File: config.mk
export PLATFORM = sky130hd
export DESIGN_NAME = mulf_sched_flat
export DESIGN_NICKNAME = d
export VERILOG_FILES = /design/src/rtl/mulf_sched_if.sv /design/src/rtl/mulf_sched.sv /design/src/flat_wrapper.sv
export SDC_FILE = /design/constraint.sdc
export NUM_CORES = 1
export LEC_CHECK = 0
export CORE_AREA = 2 2 156 158
export CTS_CLUSTER_SIZE = 30
export DETAILED_ROUTE_END_ITERATION = 10
export DIE_AREA = 0 0 158 160
export PLACE_DENSITY = 0.67
export SLEW_MARGIN = 20
export SYNTH_ARGS = -nofsm -noshare
export SYNTH_HDL_FRONTEND = slang
export SYNTH_SLANG_ARGS = --single-unit
export TNS_END_PERCENT = 100
File: constraint.sdc
create_clock -name i_clk -period 4.62 [get_ports i_clk]
set_clock_uncertainty 0.15 [all_clocks]
set_input_delay 0.462 -clock i_clk [delete_from_list [all_inputs] [get_ports i_clk]]
set_output_delay 0.462 -clock i_clk [all_outputs]
set_load 0.05 [all_outputs]
File: src/rtl/mulf_sched_if.sv
// rtl/mulf_sched_if.sv - handshake and shared-multiplier bundle for mulf_sched
// Purpose: groups the requester handshakes, the response channel and the
//          shared multiplier operand/product wires of mulf_sched.
// Signals:
//   req_valid/req_ready    NREQ-bit per-requester handshake
//   req_a/req_b            packed operands, requester i at [32i+31:32i]
//   resp_valid/resp_ready  response handshake
//   resp_id/resp_data      owning requester index and product bits
//   mul_a/mul_b            operands to the shared multiplier
//   mul_s                  product from the shared multiplier
// Modports: slave = scheduler side, master = front-end/multiplier side.
interface mulf_sched_if #(
   parameter int NREQ = 4,
   parameter int IDW  = 2
);
   logic [NREQ-1:0]    req_valid;
   logic [NREQ-1:0]    req_ready;
   logic [NREQ*32-1:0] req_a;
   logic [NREQ*32-1:0] req_b;
   logic               resp_valid;
   logic               resp_ready;
   logic [IDW-1:0]     resp_id;
   logic [31:0]        resp_data;
   logic [31:0]        mul_a;
   logic [31:0]        mul_b;
   logic [31:0]        mul_s;

   modport slave (
      input  req_valid, req_a, req_b, resp_ready, mul_s,
      output req_ready, resp_valid, resp_id, resp_data, mul_a, mul_b
   );

   modport master (
      output req_valid, req_a, req_b, resp_ready, mul_s,
      input  req_ready, resp_valid, resp_id, resp_data, mul_a, mul_b
   );
endinterface

File: src/rtl/mulf_sched.sv
// rtl/mulf_sched.sv - round-robin scheduler for one shared float multiplier
// Purpose: arbitrates NREQ requesters onto a single combinational mulf,
//          holds its operands in registers for LAT settle cycles, then
//          returns the product tagged with the requester index.
// Ports:
//   i_clk   clock, rising edge
//   i_rst   asynchronous active-high reset
//   bus     mulf_sched_if.slave: requester handshakes, response channel,
//           shared multiplier operands (mul_a/mul_b) and product (mul_s)
//   o_busy  high whenever the scheduler is not idle
module mulf_sched #(
   parameter int NREQ = 4,
   parameter int IDW  = 2,
   parameter int LAT  = 1
) (
   input  logic        i_clk,
   input  logic        i_rst,
   mulf_sched_if.slave bus,
   output logic        o_busy
);
   localparam int CW = (LAT > 1) ? $clog2(LAT) : 1;
   localparam logic [CW-1:0] CNT_INIT = CW'(LAT - 1);

   typedef enum logic [1:0] {
      ST_IDLE = 2'd0,
      ST_WAIT = 2'd1,
      ST_RESP = 2'd2
   } state_t;

   state_t          r_state;
   state_t          w_next;
   logic [IDW-1:0]  r_ptr;
   logic [IDW-1:0]  r_id;
   logic [IDW-1:0]  r_resp_id;
   logic [CW-1:0]   r_cnt;
   logic [31:0]     r_mul_a;
   logic [31:0]     r_mul_b;
   logic [31:0]     r_resp_data;

   logic [2*NREQ-1:0] w_rot;
   logic [IDW-1:0]  w_off;
   logic [IDW:0]    w_sum;
   logic [IDW-1:0]  w_grant;
   logic [IDW-1:0]  w_ptr_next;
   logic            w_any;
   logic [31:0]     w_sel_a;
   logic [31:0]     w_sel_b;
   logic            w_win;
   logic            w_accept;
   logic            w_busy;
   logic            w_resp_valid;
   logic [NREQ-1:0] w_req_ready;

   // Rotate the request vector so that bit 0 is the requester at r_ptr;
   // the first set bit then gives the distance from the pointer.
   always_comb begin
      w_rot = {bus.req_valid, bus.req_valid} >> r_ptr;
      w_any = 1'b0;
      w_off = '0;
      for (int k = 0; k < NREQ; k++) begin
         if (w_rot[k] && !w_any) begin
            w_any = 1'b1;
            w_off = IDW'(k);
         end
      end
      w_sum = {1'b0, r_ptr} + {1'b0, w_off};
      if (w_sum >= (IDW+1)'(NREQ)) begin
         w_sum = w_sum - (IDW+1)'(NREQ);
      end
      w_grant = w_sum[IDW-1:0];
      w_ptr_next = (w_grant == IDW'(NREQ - 1)) ? '0 : w_grant + 1'b1;
   end

   // Operand mux for the granted lane.
   always_comb begin
      w_sel_a = '0;
      w_sel_b = '0;
      for (int k = 0; k < NREQ; k++) begin
         if (w_grant == IDW'(k)) begin
            w_sel_a = bus.req_a[k*32 +: 32];
            w_sel_b = bus.req_b[k*32 +: 32];
         end
      end
   end

   // FSM: state register.
   always_ff @(posedge i_clk or posedge i_rst) begin
      if (i_rst) begin
         r_state <= ST_IDLE;
      end else begin
         r_state <= w_next;
      end
   end

   // FSM: next state.
   always_comb begin
      w_next = r_state;
      case (r_state)
         ST_IDLE: if (w_accept) w_next = ST_WAIT;
         ST_WAIT: if (r_cnt == '0) w_next = ST_RESP;
         ST_RESP: begin
            if (bus.resp_ready) begin
               w_next = w_accept ? ST_WAIT : ST_IDLE;
            end
         end
         default: w_next = ST_IDLE;
      endcase
   end

   // FSM: outputs. A new pair is taken when idle, or in RESP on the same
   // cycle the current result is handed off (back-to-back operation).
   always_comb begin
      w_busy       = (r_state != ST_IDLE);
      w_resp_valid = (r_state == ST_RESP);
      w_win        = (r_state == ST_IDLE) ||
                     ((r_state == ST_RESP) && bus.resp_ready);
      w_accept     = w_win && w_any;
      w_req_ready  = '0;
      if (w_accept) begin
         w_req_ready = NREQ'(1) << w_grant;
      end
   end

   // Datapath: operands only move on accept edges so mul_s can settle.
   always_ff @(posedge i_clk or posedge i_rst) begin
      if (i_rst) begin
         r_ptr       <= '0;
         r_id        <= '0;
         r_cnt       <= '0;
         r_mul_a     <= '0;
         r_mul_b     <= '0;
         r_resp_id   <= '0;
         r_resp_data <= '0;
      end else if (w_accept) begin
         r_mul_a <= w_sel_a;
         r_mul_b <= w_sel_b;
         r_id    <= w_grant;
         r_ptr   <= w_ptr_next;
         r_cnt   <= CNT_INIT;
      end else if (r_state == ST_WAIT) begin
         if (r_cnt != '0) begin
            r_cnt <= r_cnt - 1'b1;
         end else begin
            r_resp_data <= bus.mul_s;
            r_resp_id   <= r_id;
         end
      end
   end

   assign bus.req_ready  = w_req_ready;
   assign bus.resp_valid = w_resp_valid;
   assign bus.resp_id    = r_resp_id;
   assign bus.resp_data  = r_resp_data;
   assign bus.mul_a      = r_mul_a;
   assign bus.mul_b      = r_mul_b;
   assign o_busy         = w_busy;
endmodule

File: src/flat_wrapper.sv
// flat-port wrapper written by rule: the top's interface ports become plain ports
module mulf_sched_flat 
#(
   parameter int NREQ = 4,
   parameter int IDW  = 2,
   parameter int LAT  = 1
)
  (i_clk, i_rst, o_busy, bus_req_valid, bus_req_a, bus_req_b, bus_resp_ready, bus_mul_s, bus_req_ready, bus_resp_valid, bus_resp_id, bus_resp_data, bus_mul_a, bus_mul_b);
  mulf_sched_if #(.NREQ(NREQ), .IDW(IDW)) bus_i ();
  input  logic i_clk;
  input  logic i_rst;
  output logic o_busy;
  input wire logic [$bits(bus_i.req_valid)-1:0] bus_req_valid;
  input wire logic [$bits(bus_i.req_a)-1:0] bus_req_a;
  input wire logic [$bits(bus_i.req_b)-1:0] bus_req_b;
  input wire logic [$bits(bus_i.resp_ready)-1:0] bus_resp_ready;
  input wire logic [$bits(bus_i.mul_s)-1:0] bus_mul_s;
  output wire logic [$bits(bus_i.req_ready)-1:0] bus_req_ready;
  output wire logic [$bits(bus_i.resp_valid)-1:0] bus_resp_valid;
  output wire logic [$bits(bus_i.resp_id)-1:0] bus_resp_id;
  output wire logic [$bits(bus_i.resp_data)-1:0] bus_resp_data;
  output wire logic [$bits(bus_i.mul_a)-1:0] bus_mul_a;
  output wire logic [$bits(bus_i.mul_b)-1:0] bus_mul_b;
  assign bus_i.req_valid = bus_req_valid;
  assign bus_i.req_a = bus_req_a;
  assign bus_i.req_b = bus_req_b;
  assign bus_i.resp_ready = bus_resp_ready;
  assign bus_i.mul_s = bus_mul_s;
  assign bus_req_ready = bus_i.req_ready;
  assign bus_resp_valid = bus_i.resp_valid;
  assign bus_resp_id = bus_i.resp_id;
  assign bus_resp_data = bus_i.resp_data;
  assign bus_mul_a = bus_i.mul_a;
  assign bus_mul_b = bus_i.mul_b;
  mulf_sched #(.NREQ(NREQ), .IDW(IDW), .LAT(LAT)) u_core (.i_clk(i_clk), .i_rst(i_rst), .bus(bus_i), .o_busy(o_busy));
endmodule
## Word level (Yosys, flattened, before mapping)

Index checks and enable logic that the tools add are counted.

- $add $sub $neg: 4
- Magnitude comparators: 1
- Eq/ne operators: 8
- Shift operators: 2
- Multiplexer cells: 26
- Bitwise gates (word level): 2
- Reduce and logical (&&, ||, !) cells: 15

Operators with widths:

| cell | count |
|---|---|
| $mux W32 | 8 |
| $mux W2 | 7 |
| $mux W1 | 9 |
| $shr A8 B2 Y4 | 1 |
| $eq A2 B2 Y1 const B | 3 |
| $pmux W2 S3 | 1 |
| $reduce_and A3 Y1 | 2 |
| $logic_and A1 B1 Y1 | 5 |
| $eq A2 B1 Y1 const B | 2 |
| $logic_not A2 Y1 | 2 |
| $mux W4 | 1 |
| $ne A2 B2 Y1 const B | 2 |
| $reduce_bool A2 Y1 | 2 |
| $shl A1 B2 Y4 const A | 1 |
| $add A2 B2 Y3 | 1 |
| $ge A3 B3 Y1 const B | 1 |
| $logic_not A1 Y1 | 3 |
| $add A2 B1 Y2 const B | 1 |
| $ne A2 B1 Y1 const B | 1 |
| $not A1 Y1 | 2 |
| $sub A2 B1 Y2 const B | 1 |
| $logic_or A1 B1 Y1 | 1 |
| $sub A1 B1 Y1 const B | 1 |

- Register bits: 105
- Input port bits: 295
- Output and inout port bits: 104
- Logic and storage cells: 66

## Depth between registers and ports, before layout

Gate-level depths: netlist of the first run.

- Word-level depth: 19
- Gate-level depth with buffers: 17
- Depth with buffers taken out: 14

## Worst setup path after synthesis of the first run

OpenSTA, ideal clock, no wires.

- Path kind: register to output
- Start: register u_core.r_ptr[0]
- End: output port bus_req_ready[3]
- Arrival: 2.831 ns
- Data required time: 4.008 ns
- Slack: 1.177 ns
- Cell stages (with the launch flop): 12
- Buffers on the path: 3
- Path through: dfrtp_1 -> buf_2 -> and3b_1 -> a21oi_1 -> o211ai_1 -> ha_1 -> xnor2_1 -> xor2_1 -> ha_1 -> clkbuf_1 -> clkbuf_1 -> and2_1

- Longest elaborated chain between the ends: 16
- Elaborated cells on any way between the ends: 21
- Classes of those cells: add/sub (2); order compare (1); shift (2); mux (9); reduce/logical (7)

Ends and longest elaborated chain:

| item | line | source |
|---|---|---|
| from (decl) | mulf_sched.sv:32 | `logic [IDW-1:0] r_ptr;` |
| from (signal assigned) | mulf_sched.sv:138 | `r_ptr <= w_ptr_next;` |
| $shr A8 B2 Y4 | mulf_sched.sv:57 | `w_rot = {bus.req_valid, bus.req_valid} >> r_ptr;` |
| $mux W1 | mulf_sched.sv:61 | `if (w_rot[k] && !w_any) begin` |
| $logic_not A1 Y1 | mulf_sched.sv:61 |  |
| $logic_and A1 B1 Y1 | mulf_sched.sv:61 |  |
| $mux W1 | mulf_sched.sv:61 |  |
| $logic_not A1 Y1 | mulf_sched.sv:61 |  |
| $logic_and A1 B1 Y1 | mulf_sched.sv:61 |  |
| $mux W1 | mulf_sched.sv:61 |  |
| $logic_not A1 Y1 | mulf_sched.sv:61 |  |
| $logic_and A1 B1 Y1 | mulf_sched.sv:61 |  |
| $mux W2 | mulf_sched.sv:61 |  |
| $add A2 B2 Y3 (*) | mulf_sched.sv:66 | `w_sum = {1'b0, r_ptr} + {1'b0, w_off};` |
| $ge A3 B3 Y1 / $sub A2 B1 Y2 (equally long branches) | mulf_sched.sv:67, mulf_sched.sv:68 |  |
| $mux W2 (*) | mulf_sched.sv:67 | `if (w_sum >= (IDW+1)'(NREQ)) begin` |
| named net u_core.w_sum[1] | mulf_sched.sv:42 | `logic [IDW:0] w_sum;` |
| $shl A1 B2 Y4 (*) | mulf_sched.sv:120 | `w_req_ready = NREQ'(1) << w_grant;` |
| $mux W4 (*) | mulf_sched.sv:119 | `if (w_accept) begin` |
| to (decl) | flat_wrapper.sv:18 | `output wire logic [$bits(bus_i.req_ready)-1:0] bus_req_ready;` |

Mark *: on every way through the listed nets, which the timed path passes. The rest lies on a longest branch.

## Worst setup path after layout of the first run

- Start: input port bus_req_valid[0]
- End: output port bus_req_ready[1]

- Longest elaborated chain between the ends: 16
- Elaborated cells on any way between the ends: 21
- Classes of those cells: add/sub (2); order compare (1); shift (2); mux (9); reduce/logical (7)

Ends and longest elaborated chain:

| item | line | source |
|---|---|---|
| from (decl) | flat_wrapper.sv:13 | `input wire logic [$bits(bus_i.req_valid)-1:0] bus_req_valid;` |
| $shr A8 B2 Y4 (*) | mulf_sched.sv:57 |  |
| $mux W1 | mulf_sched.sv:61 |  |
| $logic_not A1 Y1 | mulf_sched.sv:61 |  |
| $logic_and A1 B1 Y1 | mulf_sched.sv:61 |  |
| $mux W1 | mulf_sched.sv:61 |  |
| $logic_not A1 Y1 | mulf_sched.sv:61 |  |
| $logic_and A1 B1 Y1 | mulf_sched.sv:61 |  |
| $mux W1 | mulf_sched.sv:61 |  |
| $logic_not A1 Y1 | mulf_sched.sv:61 |  |
| $logic_and A1 B1 Y1 | mulf_sched.sv:61 |  |
| $mux W2 | mulf_sched.sv:61 |  |
| $add A2 B2 Y3 | mulf_sched.sv:66 |  |
| $ge A3 B3 Y1 / $sub A2 B1 Y2 (equally long branches) | mulf_sched.sv:67, mulf_sched.sv:68 |  |
| $mux W2 | mulf_sched.sv:67 |  |
| $shl A1 B2 Y4 | mulf_sched.sv:120 |  |
| $mux W4 (*) | mulf_sched.sv:119 |  |

Every way passes the cells marked *; elsewhere a longest branch is shown, timed or not.

==> impl_results.md, run 1 <==
- Relative slew slack: about 30%
- Least-Margin Pin Slew: roughly 1100 ps
- Layout cells sized above 1: approximately 8%
- Status: complete, no violations
- Die width: between 150 and 200 um
- Max FO, Critical Path: 30
- Critical path's slowest cell: clkdlybuf4s50_1
- Root Buffer: clkbuf_16
- Top cell type's share of synthesized area: approximately 45%
- Overflow after GRT: 0
- EDFF count, synth: 0
- Fin. Hold Viols: 0
- Worst reg2reg path depth: 13
- 1st-iter DRT viols: ~340
- FMAX: roughly 0.25 GHz
- RR Endpoint: u_core.bus.mul_a[7]$_DFFE_PP0N_
- Synth Register Bits: ~100
- Fillers: between 2000 and 2500
- Worst-path clk slew: around 70 ps
- Die height: roughly 160 um
- HPWL Detailed: ~17000 um
- Hold_sp: u_core.bus.resp_data[8]$_DFFE_PP0P_
- Drt first pass iters: 7
- Yosys top cell by area: dfrtp_1
- Largest net degree at the start of global routing: 84
- Synth area leaders: dfrtp_1, a21oi_1, a221oi_1, mux2_2, nor2b_1
- Setup TNS: 0 ps
- CP Class: in2out
- Number of core rows: between 50 and 60
- Post-CTS Hold Fix Bufs: 0
- Leading cell types by count after synthesis: a21oi_1, dfrtp_1, nor2_1
- Synthesized cell area: around 5800 sq um
- Core Footprint: ~24000 sq um
- Distinct cells, synth: 32
- Hold slack: about 360 ps
- Cell breakdown of the critical path: clkdlybuf4s50_1 > nor2_1 > nor3_1 > a21oi_1 > o211ai_1 > ha_1 > xnor2_1 > xnor2_1 > ha_2 > buf_4 > and2_1 > buf_12
- Clock Sinks: roughly 100
- Initial Util: approximately a quarter
- Synth warn: 0
- Fin crit period: between 3000 and 4000 ps
- Setup Fix Bufs, Post-CTS: 0
- Via density: between 4 and 5
- Nets@finish: approximately 1300
- Final Max Tran Viols: 0
- Final cell count without fillers: 1330
- Clock Latency Late Sink: 350 ps
- Final Core Density: 43.91%
- Port Buffers: 398
- Area of the multi-input gates: about 3000 sq um
- Fin crit share: 86.23%
- Placed Cells: 1312
- Syn Inst Count: around 640
- First-pass GRT wire length: around 34000 um
- GR Util All Layers: 17.26%
- Worst Setup End Kind: output port
- GPL Wtd Cong: around 0.82
- Detailed Route WL: roughly 23000 um
- Setup crit start kind: input port
- Initial antenna violation count: 3
- Worst reg2reg startpoint: u_core.r_ptr[0]$_DFFE_PP0N_
- Seq/Total Area, Yosys: 44.75%
- Hold path depth: 1
- DRC: 0
- Post-DRT Antenna Nets: 0
- Async SR Flop Fraction: 100.0%
- Most numerous cell in the Yosys netlist: a21oi_1
- # setup viols final: 0
- CTS tree: done
- FF+latch area: 2603 sq um
- Post_cts resized: 0
- Critical path arrival: ~3400 ps
- # IOs: 399
- Syn Nets: 939
- Hold Path Class: reg2reg
- Die Area: roughly 25000 sq um
- Vias in the first global route: 6126
- Bufs on Longest Clock Path: 2
- Maxcap violations: 0
- RSZ-0062 raised after global routing: false
- CTS buffer count: 9
- DR vias: between 6000 and 7000
- Htree depth: 3
- Layout area overhead: 79.84%
- Setup slack, reg-to-reg: about 1100 ps
- Req. time, crit path: 4010 ps
- Dominant synthesized flop cell: dfrtp_1
- Routed len/inst: approximately 17 um
- Most used cell, CP: xnor2_1
- Syn Area/Cell: around 9.1 sq um
- CP max stage delay: approximately 530 ps
- Hold path endpoint: u_core.bus.resp_data[8]$_DFFE_PP0P_
worst max-delay path: cells and delay by family:
family,cells,cell delay [ps]
AOI/OAI and AO/OA,2,250
adders and majority gates,2,460
and+or+nand+nor,3,580
buffers and inverters,3,1030
xor gates and xnor gates,2,570
per-layer routing:
layer  part of all wire [%]  routed length (um)  global-route usage [%]
met1                     39                8819                   19.36
met2                     51               11590                   31.68
met3                    8.6                1939                   4.505
met4                    1.4                 320                   5.119
met5                      0                   0                       0
cell families (layout without fill, tap and decap cells):
kind of cell | count (synthesis) | after routing | synth area share (%)
fa+ha+maj | 5 | 5 | 1.076
other cells | 0 | 3 | 0
buf+inv | 67 | 431 | 5.185
flops | 104 | 104 | 44.75
xor+xnor | 3 | 3 | 0.4519
compound gates | 204 | 204 | 22.33
mux | 37 | 37 | 7.164
simple gates | 219 | 219 | 19.04
sequential cells by signal, summed over array words and instances (netlist names):
signal and cells:
u_core.bus.resp_id 2, u_core.r_state 2, u_core.bus.mul_a 32, u_core.r_ptr 2, u_core.bus.mul_b 32, u_core.bus.resp_data 32
u_core.r_id 2
worst max path at each step:
| stage | startpoint | to | slack, ps | cells after the start |
|---|---|---|---|---|
| after detailed placement | bus_req_valid[0] | u_core.bus.mul_a[4]$_DFFE_PP0N_ | 400 | 15 |
| after global routing | bus_req_valid[0] | bus_req_ready[1] | 410 | 12 |
| after global placement | bus_req_valid[0] | u_core.bus.mul_a[4]$_DFFE_PP0N_ | 460 | 15 |
| final | bus_req_valid[0] | bus_req_ready[1] | 640 | 12 |
| after CTS | bus_req_valid[0] | bus_req_ready[1] | 620 | 12 |
| after floorplan | u_core.r_ptr[0]$_DFFE_PP0N_ | bus_req_ready[3] | 1180 | 11 |
cell type report:
cell class	instances	area share (%)
timing repair buffer	412	39.96
tap	324	3.876
antenna	3	0.07178
clock buffer	9	2.153
inverter	4	0.1914
sequential	104	24.88
multi-input combinational	468	28.35
clock inverter	6	0.5144
stage by stage:
step	instance area (sq um)	worst slack (ps)
after detailed placement	10170	397.7
after CTS	10450	620.7
after global routing	10450	406.6
final	10460	636.4
after global placement	10170	462.5
after floorplan	5816	1177
placed cells by master (no fill, tap or decap), types with 3 or more instances in the layout:
master,instances
a21oi_1,130
a221oi_1,63
and2_1,4
buf_12,8
buf_4,10
clkbuf_16,9
clkdlybuf4s50_1,394
clkinvlp_4,3
dfrtp_1,104
diode_2,3
inv_1,3
mux2_2,37
nand2_1,5
nor2_1,71
nor2b_1,64
nor3_1,64
o211ai_1,3
Power of run 1 is left out: the tool's default activity adds up to more than one toggle a clock period on the data nets, which glitch-free logic cannot reach.
==> run 2, diff against run 1 <==
--- a/config.mk
+++ b/config.mk
@@ -14,4 +14,4 @@
 export SYNTH_ARGS = -nofsm -noshare
 export SYNTH_HDL_FRONTEND = slang
 export SYNTH_SLANG_ARGS = --single-unit
-export TNS_END_PERCENT = 100
+export TNS_END_PERCENT = 30
==> results of run 2 <==
The final DEF is identical to that of run 1; final timing and power are the same.
Power of run 2 is left out for the same reason.
==> run 3, diff against run 2 <==
--- a/config.mk
+++ b/config.mk
@@ -10,7 +10,7 @@
 export DETAILED_ROUTE_END_ITERATION = 10
 export DIE_AREA = 0 0 158 160
 export PLACE_DENSITY = 0.67
-export SLEW_MARGIN = 20
+export SLEW_MARGIN = 30
 export SYNTH_ARGS = -nofsm -noshare
 export SYNTH_HDL_FRONTEND = slang
 export SYNTH_SLANG_ARGS = --single-unit
==> impl_results.md, run 3 (synthesized netlist as in run 1, its figures left out) <==
- Status: complete, no violations
- Port Buffers: about 400
- First-pass GRT wire length: roughly 34000 um
- Fin crit period: 4012 ps
- Root Buffer: clkbuf_16
- Final Instance Area: approximately 10000 sq um
- CTS tree: done
- GR Util All Layers: 17.16%
- Most frequent cells in the layout: clkdlybuf4s50_1, a21oi_1, dfrtp_1
- Bufs on Longest Clock Path: 2
- Area of the multi-input gates: just under 3000 sq um
- Hold Path Class: reg2reg
- Nets@finish: between 1000 and 1500
- GPL Wtd Cong: ~0.8
- Htree depth: 3
- Setup crit start kind: input port
- Post-CTS Hold Fix Bufs: 0
- Die width: around 160 um
- HPWL Detailed: 17030 um
- Commonest non-fill, non-tap cell in the layout: clkdlybuf4s50_1
- Initial antenna violation count: 3
- DP Area: ~10000 sq um
- Post_cts resized: 0
- Routed len/inst: 17.08 um
- DRC: 0
- Fillers: roughly 2300
- Max FO, Critical Path: 30
- Fin crit share: 86.84%
- Maxcap violations: 0
- Vias in the first global route: between 6000 and 7000
- Least-Margin Pin Slew: a little over 800 ps
- Overflow after GRT: 0
- 1st-iter DRT viols: about 340
- Core Footprint: ~24000 sq um
- CP Class: in2out
- Post-DRT Antenna Nets: 0
- Initial Util: between 20% and 30%
- Die height: around 160 um
- Die Area: between 20000 and 30000 sq um
- Fin. Hold Viols: 0
- Clock Latency Late Sink: 350 ps
- # setup viols final: 0
- Via density: 4.693
- Setup Fix Bufs, Post-CTS: 0
- Clock Sinks: between 100 and 150
- FF+latch area: roughly 2600 sq um
- Detailed Route WL: ~23000 um
- DR vias: ~6200
- RSZ-0062 raised after global routing: false
- FMAX: between 0.2 and 0.25 GHz
- Layout area overhead: 80.31%
- Drt first pass iters: 4
- Setup TNS: 0 ps
- Largest net degree at the start of global routing: between 80 and 90
- Number of core rows: 57
- Final Max Tran Viols: 0
- # IOs: around 400
- Critical path arrival: roughly 3400 ps
- Req. time, crit path: around 4000 ps
- Relative slew slack: 44.72%
- CTS buffer count: 9
- Worst-path clk slew: 80 ps
- Layout cells sized above 1: 7.968%
- Worst Setup End Kind: output port
-- run 3: cell count changes in the layout (fill, tap and decap cells not counted), sizes merged --
| cell | delta |
|---|---|
| buf | +1 |
-- run 3: routing by layer --
layer  share of wire (%)  vias up  track usage (%)  routed length, um
met5                   0        -                0                  0
met1                  39     2914            19.29               8906
met2                  52      251            31.86              11710
met4                0.91        0            3.645                207
met3                 8.4       11            4.912               1910
li1                    -     3071                -                  -
-- run 3: worst max-delay path: stages --
cell and delay [ps]:
clkdlybuf4s50_1 540, nor2_1 290, nor4_1 90, a21oi_1 130, o211ai_1 100, ha_1 210
xnor2_1 350, xnor2_1 210, ha_2 270, buf_4 360, and2_1 230, buf_12 150
-- run 3: path summary, 6_finish.rpt --
check / to / startpoint / slack [ps] / depth (start not counted)
max in group asynchronous: u_core.bus.mul_b[28]$_DFFE_PP0N_ / i_rst / 3030 / 3
min reg2reg: u_core.bus.resp_data[25]$_DFFE_PP0P_ / u_core.bus.resp_data[25]$_DFFE_PP0P_ / 360 / 1
min in group asynchronous: u_core.bus.resp_data[22]$_DFFE_PP0P_ / i_rst / 490 / 2
max reg2reg: u_core.bus.mul_a[5]$_DFFE_PP0N_ / u_core.r_ptr[0]$_DFFE_PP0N_ / 1010 / 15
min: u_core.bus.resp_data[25]$_DFFE_PP0P_ / u_core.bus.resp_data[25]$_DFFE_PP0P_ / 360 / 1
max: bus_req_ready[1] / bus_req_valid[1] / 610 / 12
-- run 3: cell type report --
cell class / instances / area share, %
well taps: 324 / 3.866
multi-input cells: 468 / 28.28
repair buffers: 413 / 40.11
flip-flops and latches: 104 / 24.82
diodes: 3 / 0.07159
clock inverters: 6 / 0.5131
clock buffers: 9 / 2.148
inverters: 4 / 0.1909
-- run 3: stage by stage --
step | hold WS (ps) | util [%] | instances | worst slack (ps)
after detailed placement | 337.8 | 42.82 | 1313 | 392.3
after global placement | 337.3 | 42.69 | 1312 | 462.5
after global routing | 376.4 | 43.99 | 1328 | 374.9
after CTS | 359.9 | 43.99 | 1328 | 616.8
final | 357.4 | 44.02 | 1331 | 608.0
after floorplan | 315.8 | - | 639 | 1177
Power of run 3 is left out for the same reason.
